File: src/rtl/jpeg_color_pkg.sv
// Shared colour-conversion constants for the JPEG encode/decode colour stages.
// Fixed-point coefficients are scaled by 2^COEF_FRAC.
package jpeg_color_pkg;

   typedef logic [23:0] pixel24_t;

   localparam int COEF_FRAC     = 13;
   localparam int ROUND_HALF    = 4096;
   localparam int CHROMA_OFFSET = 128;

   // Inverse (YCbCr -> RGB) coefficients.
   localparam int KR_CR = 11485;
   localparam int KG_CB = 2819;
   localparam int KG_CR = 5850;
   localparam int KB_CB = 14516;

   // Forward (RGB -> YCbCr) coefficients used by the encoder-side stage.
   localparam int KY_R  = 2449;
   localparam int KY_G  = 4809;
   localparam int KY_B  = 934;
   localparam int KCB_R = 1382;
   localparam int KCB_G = 2714;
   localparam int KCB_B = 4096;
   localparam int KCR_R = 4096;
   localparam int KCR_G = 3430;
   localparam int KCR_B = 666;

endpackage

File: src/rtl/rgb_round_clamp.sv
// Rounds a 23-bit signed fixed-point channel sum to an 8-bit pixel, saturating to 0..255.
// The clamp flag output exists only with YCBCR2RGB_SATCNT_EN.
module rgb_round_clamp
   import jpeg_color_pkg::*;
(
   input  logic signed [22:0] sum_i,
   output logic [7:0]         pix_o
`ifdef YCBCR2RGB_SATCNT_EN
   ,
   output logic               clamp_o
`endif
);

   localparam logic signed [22:0] RND = 23'(ROUND_HALF);

   logic signed [22:0] rounded;
   logic signed [9:0]  whole;

   assign rounded = sum_i + RND;
   assign whole   = 10'(rounded >>> COEF_FRAC);

   always_comb begin
      pix_o = whole[7:0];
      if (whole[9]) begin
         pix_o = 8'd0;
      end else if (whole[8]) begin
         pix_o = 8'd255;
      end
   end

`ifdef YCBCR2RGB_SATCNT_EN
   // Low clamp is judged on the pre-rounding sum, so sums just below zero also count.
   assign clamp_o = sum_i[22] | (~whole[9] & whole[8]);
`endif

endmodule

File: src/rtl/ycbcr2rgb.sv
// Three-stage pipelined JFIF full-range YCbCr -> RGB converter with full backpressure.
// Optional clamp-event counter (sat_count) enabled by YCBCR2RGB_SATCNT_EN.
module ycbcr2rgb
   import jpeg_color_pkg::*;
(
   input  logic     clk,
   input  logic     rst,
   input  logic     in_valid,
   output logic     in_ready,
   input  pixel24_t data_in,
   output logic     out_valid,
   input  logic     out_ready,
   output pixel24_t data_out
`ifdef YCBCR2RGB_SATCNT_EN
   ,
   output logic [15:0] sat_count
`endif
);

   localparam logic signed [22:0] C_KR_CR = 23'(KR_CR);
   localparam logic signed [22:0] C_KG_CB = 23'(KG_CB);
   localparam logic signed [22:0] C_KG_CR = 23'(KG_CR);
   localparam logic signed [22:0] C_KB_CB = 23'(KB_CB);
   localparam logic signed [8:0]  C_OFS   = 9'(CHROMA_OFFSET);

   // Handshake: a beat moves on in_valid&in_ready / out_valid&out_ready; the whole
   // pipe advances together whenever the output slot is empty or being taken.
   logic adv;
   assign adv      = out_ready | ~out_valid;
   assign in_ready = adv;

   logic v1_q, v2_q, v3_q;

   logic [7:0]         y1_q;
   logic signed [8:0]  cb1_q, cr1_q;
   logic signed [8:0]  cb1_d, cr1_d;

   logic signed [22:0] ys2_q, pr2_q, pgb2_q, pgr2_q, pb2_q;
   logic signed [22:0] ys2_d, pr2_d, pgb2_d, pgr2_d, pb2_d;

   logic signed [22:0] r_sum, g_sum, b_sum;
   logic [7:0]         r_pix, g_pix, b_pix;
   pixel24_t           data_q;

   assign cb1_d = $signed({1'b0, data_in[15:8]})  - C_OFS;
   assign cr1_d = $signed({1'b0, data_in[23:16]}) - C_OFS;

   assign ys2_d  = $signed({2'b00, y1_q, 13'd0});
   assign pr2_d  = C_KR_CR * 23'(cr1_q);
   assign pgb2_d = C_KG_CB * 23'(cb1_q);
   assign pgr2_d = C_KG_CR * 23'(cr1_q);
   assign pb2_d  = C_KB_CB * 23'(cb1_q);

   assign r_sum = ys2_q + pr2_q;
   assign g_sum = ys2_q - pgb2_q - pgr2_q;
   assign b_sum = ys2_q + pb2_q;

`ifdef YCBCR2RGB_SATCNT_EN
   logic r_clamp, g_clamp, b_clamp;

   rgb_round_clamp u_r (.sum_i(r_sum), .pix_o(r_pix), .clamp_o(r_clamp));
   rgb_round_clamp u_g (.sum_i(g_sum), .pix_o(g_pix), .clamp_o(g_clamp));
   rgb_round_clamp u_b (.sum_i(b_sum), .pix_o(b_pix), .clamp_o(b_clamp));
`else
   rgb_round_clamp u_r (.sum_i(r_sum), .pix_o(r_pix));
   rgb_round_clamp u_g (.sum_i(g_sum), .pix_o(g_pix));
   rgb_round_clamp u_b (.sum_i(b_sum), .pix_o(b_pix));
`endif

   // Valid bits and output register; data_out only loads from a valid slot so it
   // reads zero until the first real pixel after reset.
   always_ff @(posedge clk) begin
      if (rst) begin
         v1_q   <= 1'b0;
         v2_q   <= 1'b0;
         v3_q   <= 1'b0;
         data_q <= '0;
      end else if (adv) begin
         v1_q <= in_valid;
         v2_q <= v1_q;
         v3_q <= v2_q;
         if (v2_q) begin
            data_q <= {b_pix, g_pix, r_pix};
         end
      end
   end

   always_ff @(posedge clk) begin
      if (adv) begin
         y1_q   <= data_in[7:0];
         cb1_q  <= cb1_d;
         cr1_q  <= cr1_d;
         ys2_q  <= ys2_d;
         pr2_q  <= pr2_d;
         pgb2_q <= pgb2_d;
         pgr2_q <= pgr2_d;
         pb2_q  <= pb2_d;
      end
   end

   assign out_valid = v3_q;
   assign data_out  = data_q;

`ifdef YCBCR2RGB_SATCNT_EN
   logic        clamp3_q;
   logic [15:0] sat_q;

   always_ff @(posedge clk) begin
      if (rst) begin
         clamp3_q <= 1'b0;
         sat_q    <= 16'd0;
      end else begin
         if (adv && v2_q) begin
            clamp3_q <= r_clamp | g_clamp | b_clamp;
         end
         if (v3_q && out_ready && clamp3_q && (sat_q != 16'hFFFF)) begin
            sat_q <= sat_q + 16'd1;
         end
      end
   end

   assign sat_count = sat_q;
`endif

endmodule

File: config.mk
export PLATFORM = sky130hd
export DESIGN_NAME = ycbcr2rgb
export DESIGN_NICKNAME = d
export VERILOG_FILES = /design/src/rtl/jpeg_color_pkg.sv /design/src/rtl/rgb_round_clamp.sv /design/src/rtl/ycbcr2rgb.sv
export SDC_FILE = /design/constraint.sdc
export NUM_CORES = 1
export LEC_CHECK = 0
export BUFFER_PORTS_ARGS = -buffer_cell sky130_fd_sc_hd__buf_4
export CAP_MARGIN = 0
export CORE_MARGIN = 3
export CORE_UTILIZATION = 50
export DETAILED_ROUTE_END_ITERATION = 16
export PLACE_DENSITY = 0.67
export SKIP_CTS_REPAIR_TIMING = 1
export SYNTH_ARGS = -nofsm -noshare
export SYNTH_HDL_FRONTEND = slang
export SYNTH_SLANG_ARGS = --single-unit
File: constraint.sdc
create_clock -name clk -period 10.74 [get_ports clk]
set_input_delay 1.611 -clock clk [delete_from_list [all_inputs] [get_ports clk]]
set_output_delay 1.611 -clock clk [all_outputs]
set_load 0.01 [all_outputs]
==> metrics list <==
* Global-route wire length before repair: 40600 um
- At the later pin of the worst-skew pair, clock insertion delay measures 0.42 ns.
* Cell-by-cell listing of the critical path: ha_1 > fa_1 > fa_1 > fa_1 > fa_1 > ha_1 > o21a_1 > o21a_1 > a311o_1 > a2111oi_4 > o41ai_1 > a21o_1 > a21oi_2 > xnor2_1
* Die Ht: 165 um
* Maximum count of clock buffers along a single path: 2
- The via count of the first global-routing pass is 8116.
- The final route contains 8139 vias.
- Worst min path class: flop to flop
- The worst register-to-register path ends at pr2_q[22].
- The final layout contains 1647 nets.
* Capture point of the worst path: pr2_q[22]
- In this run the worst setup path begins at cr1_q[1].
- Number of levels the H-tree was split into: 4
* Max incr delay on CP: 0.60 ns
* Core region area: 24500 um2
* Clock tree from TritonCTS: built
- Clk Tree Root Cell: clkbuf_16
* Layout overhead on the synthesized area: 11.1%
- Number of remaining DRC errors: 0
* Num CTS Buffers: 17
- Total wire length after detailed routing: 24100 um
- In this run the core area contains 57 standard-cell rows.
* Minimum period implied by the final worst setup slack: 5.42 ns
- Layout cells sized above 1: 0.0874
* Worst supply voltage drop on vdd: 0.136 mV
- Counting every net in the synthesized netlist gives 1578.
* Full die area: 27100 um2
- Area taken by multi-input logic gates: 8200 um2
- The synthesized design spends more area on one cell type than any other, namely ha_1.
- Setup TNS: 0 ns
- The tool flagged a number of max-cap violations equal to 0.
* Fraction of synthesis flops using an asynchronous set or reset pin: 0
- Detailed-placement wirelength estimate: 19800 um
* Fill count: 2122
* Classification of the worst setup path: flop to flop
- Hold is met by 0.419 ns.
- Among all flip-flop cells after synthesis, the most frequent one is edfxtp_1.
- Pins Over Slew Limit: 0
* Remaining global-route overflow: 0
* Initial antenna violation count: 0
- R2R cell count: 14
- Fmax: 0.184 GHz
- Dividing total power by cell area gives a power density of 267 nW/um2.
* Total standard cell area after synthesis: 12600 um2
- Headroom to the max-slew limit came out at 0.482.
* Clock input transition at the sequential cells of the worst setup and hold paths: 0.06 ns
- In the finished design, the share of the clock period the worst path needs comes to 0.505.
* Total of flip-flops plus latches after synthesis: 125
- Number of synthesized flops with an enable pin: 98
* Total number of yosys warnings: 0
* Beginning of the worst register-to-register path: cr1_q[1]
- Required time of the critical path: 10.90 ns
- The number of different library cells used by synthesis comes to 59.
- Critical path fanouts, max: 7
- STA classifies the critical path endpoint as a flop.
- For flop-to-flop paths, the worst setup slack is 5.32 ns.
- Final setup violation count: 0
* Clk sink count: 125
* Initial standard-cell utilization of the core: 0.513
* First-pass detailed-route iteration total: 4
* Pin count of the biggest net entering global routing: 60
* Antenna Nets Post-Route: 0
- Input and output buffers added on the ports amount to 53.
- Detail-routed net length per standard cell: 15.2 um
- For the pin with the worst max-slew slack, the measured transition is 0.777 ns.
* Unrepaired setup endpoints after global routing: false
* Width of the die: 165 um
- Critical Path Most Common Cell: fa_1
- By count the netlist is led by ha_1, inv_1, fa_1, edfxtp_1, a21oi_1.
- For this block, the initial DRC count from the detailed router was 309.
- Proportion of synthesized chip area in sequential cells: 0.277
- After synthesis, the mean cell area works out to 10.7 um2.
* Cell count after synthesis: 1176
* Final count of hold timing violations: 0
- The slowest stage of the critical path is the fa_1 cell.
- Gr usage total: 0.191
- Top-count cell post-synth: ha_1
* FF+latch area: 3480 um2
- Data arrival time at the worst-slack endpoint: 5.59 ns
- By area the synthesized netlist is led by ha_1, edfxtp_1, fa_1.
- In the routed layout, each cell is associated on average with a via count of 5.14.
- Setup crit start kind: flop
- Total leakage power: 7.09 nW
* Final weighted congestion in routability-driven placement: 0.887
* Fraction of synthesized cell area taken by the top area cell type: 0.273
- Ports placed on the boundary: 54
- Result of the run: completed
- Count of antenna diodes in the layout: 0
* Worst clock skew: 0.0129 ns
registers in the layout, indices dropped and copies added, names as in the netlist, 8 cells and up:
register and count:
pr2_q 15, data_out 24, pb2_q 11, pgr2_q 18
ys2_q 8, pgb2_q 22, cr1_q 8, y1_q 8
cb1_q 8
final cells by class:
type | count | area share
multi-input cells | 807 | 0.586
repair buffers | 55 | 0.0295
inverters | 239 | 0.0641
clock buffers | 20 | 0.0327
flip-flops and latches | 125 | 0.249
well taps | 324 | 0.0290
clock inverters | 12 | 0.00965
report_power, final:
part / switching, mW / internal, mW
Combinational: 1.29 / 1.07
Sequential: 0.0637 / 0.737
Clock: 0.225 / 0.357
cells by family after synthesis:
logic type / share of synthesized area
adders and majority gates: 0.431
buffers and inverters: 0.0727
AOI/OAI and AO/OA: 0.0988
and+or+nand+nor: 0.0618
DFF: 0.277
xor gates and xnor gates: 0.0562
muxes: 0.00338
per-layer routing:
metal	up-vias	track usage	wire, um
li1	4114	-	-
met1	3876	0.266	11900
met2	127	0.310	11000
met3	22	0.0351	884
met4	0	0.0492	366
met5	-	0	0
critical path: cells and delay by family (launching register included):
| kind | cells | cell delay (ns) |
|---|---|---|
| AOI/OAI and AO/OA | 7 | 1.74 |
| adders and majority gates | 6 | 2.83 |
| xor gates and xnor gates | 1 | 0.07 |
| DFF | 1 | 0.54 |
placed cells by master, fill, tap and decap left out, drive strengths merged, types with 4 or more instances in the layout:
cell	synthesis	layout
nor2	45	45
o21ai	43	43
fa	99	99
or2	8	8
o21bai	7	7
a31oi	7	7
a21oi	70	70
buf	0	55
a21o	17	17
dfxtp	27	27
and3	9	9
nand2	44	44
and2	5	5
nor2b	7	7
clkbuf	5	20
nand3	7	7
edfxtp	98	98
ha	275	275
nor3	13	13
nand2b	7	7
inv	239	242
xnor2	57	57
clkinv	0	4
o21a	9	9
xor2	23	23
a21boi	7	7
worst min-delay path by stage:
stage                  from        end  slack, ns  cells after the start
floorplan           y1_q[0]  ys2_q[13]       0.40                      0
global placement    y1_q[3]  ys2_q[16]       0.40                      0
detailed placement  y1_q[0]  ys2_q[13]       0.41                      0
CTS                 y1_q[0]  ys2_q[13]       0.42                      0
global route        y1_q[0]  ys2_q[13]       0.43                      0
finish              y1_q[0]  ys2_q[13]       0.42                      0
per-stage QoR:
stage	std cells	utilization	setup WS (ns)	total power, mW	area (um2)
finish	1582	0.570	5.32	3.74	14000
floorplan	1176	-	4.33	2.64	12600
CTS	1582	0.570	5.30	3.76	14000
global route	1582	0.570	5.07	4.13	14000
detailed placement	1550	0.546	5.30	3.15	13400
global placement	1550	0.546	5.37	3.10	13400
Note: power is estimated with default switching activity, not from simulation.
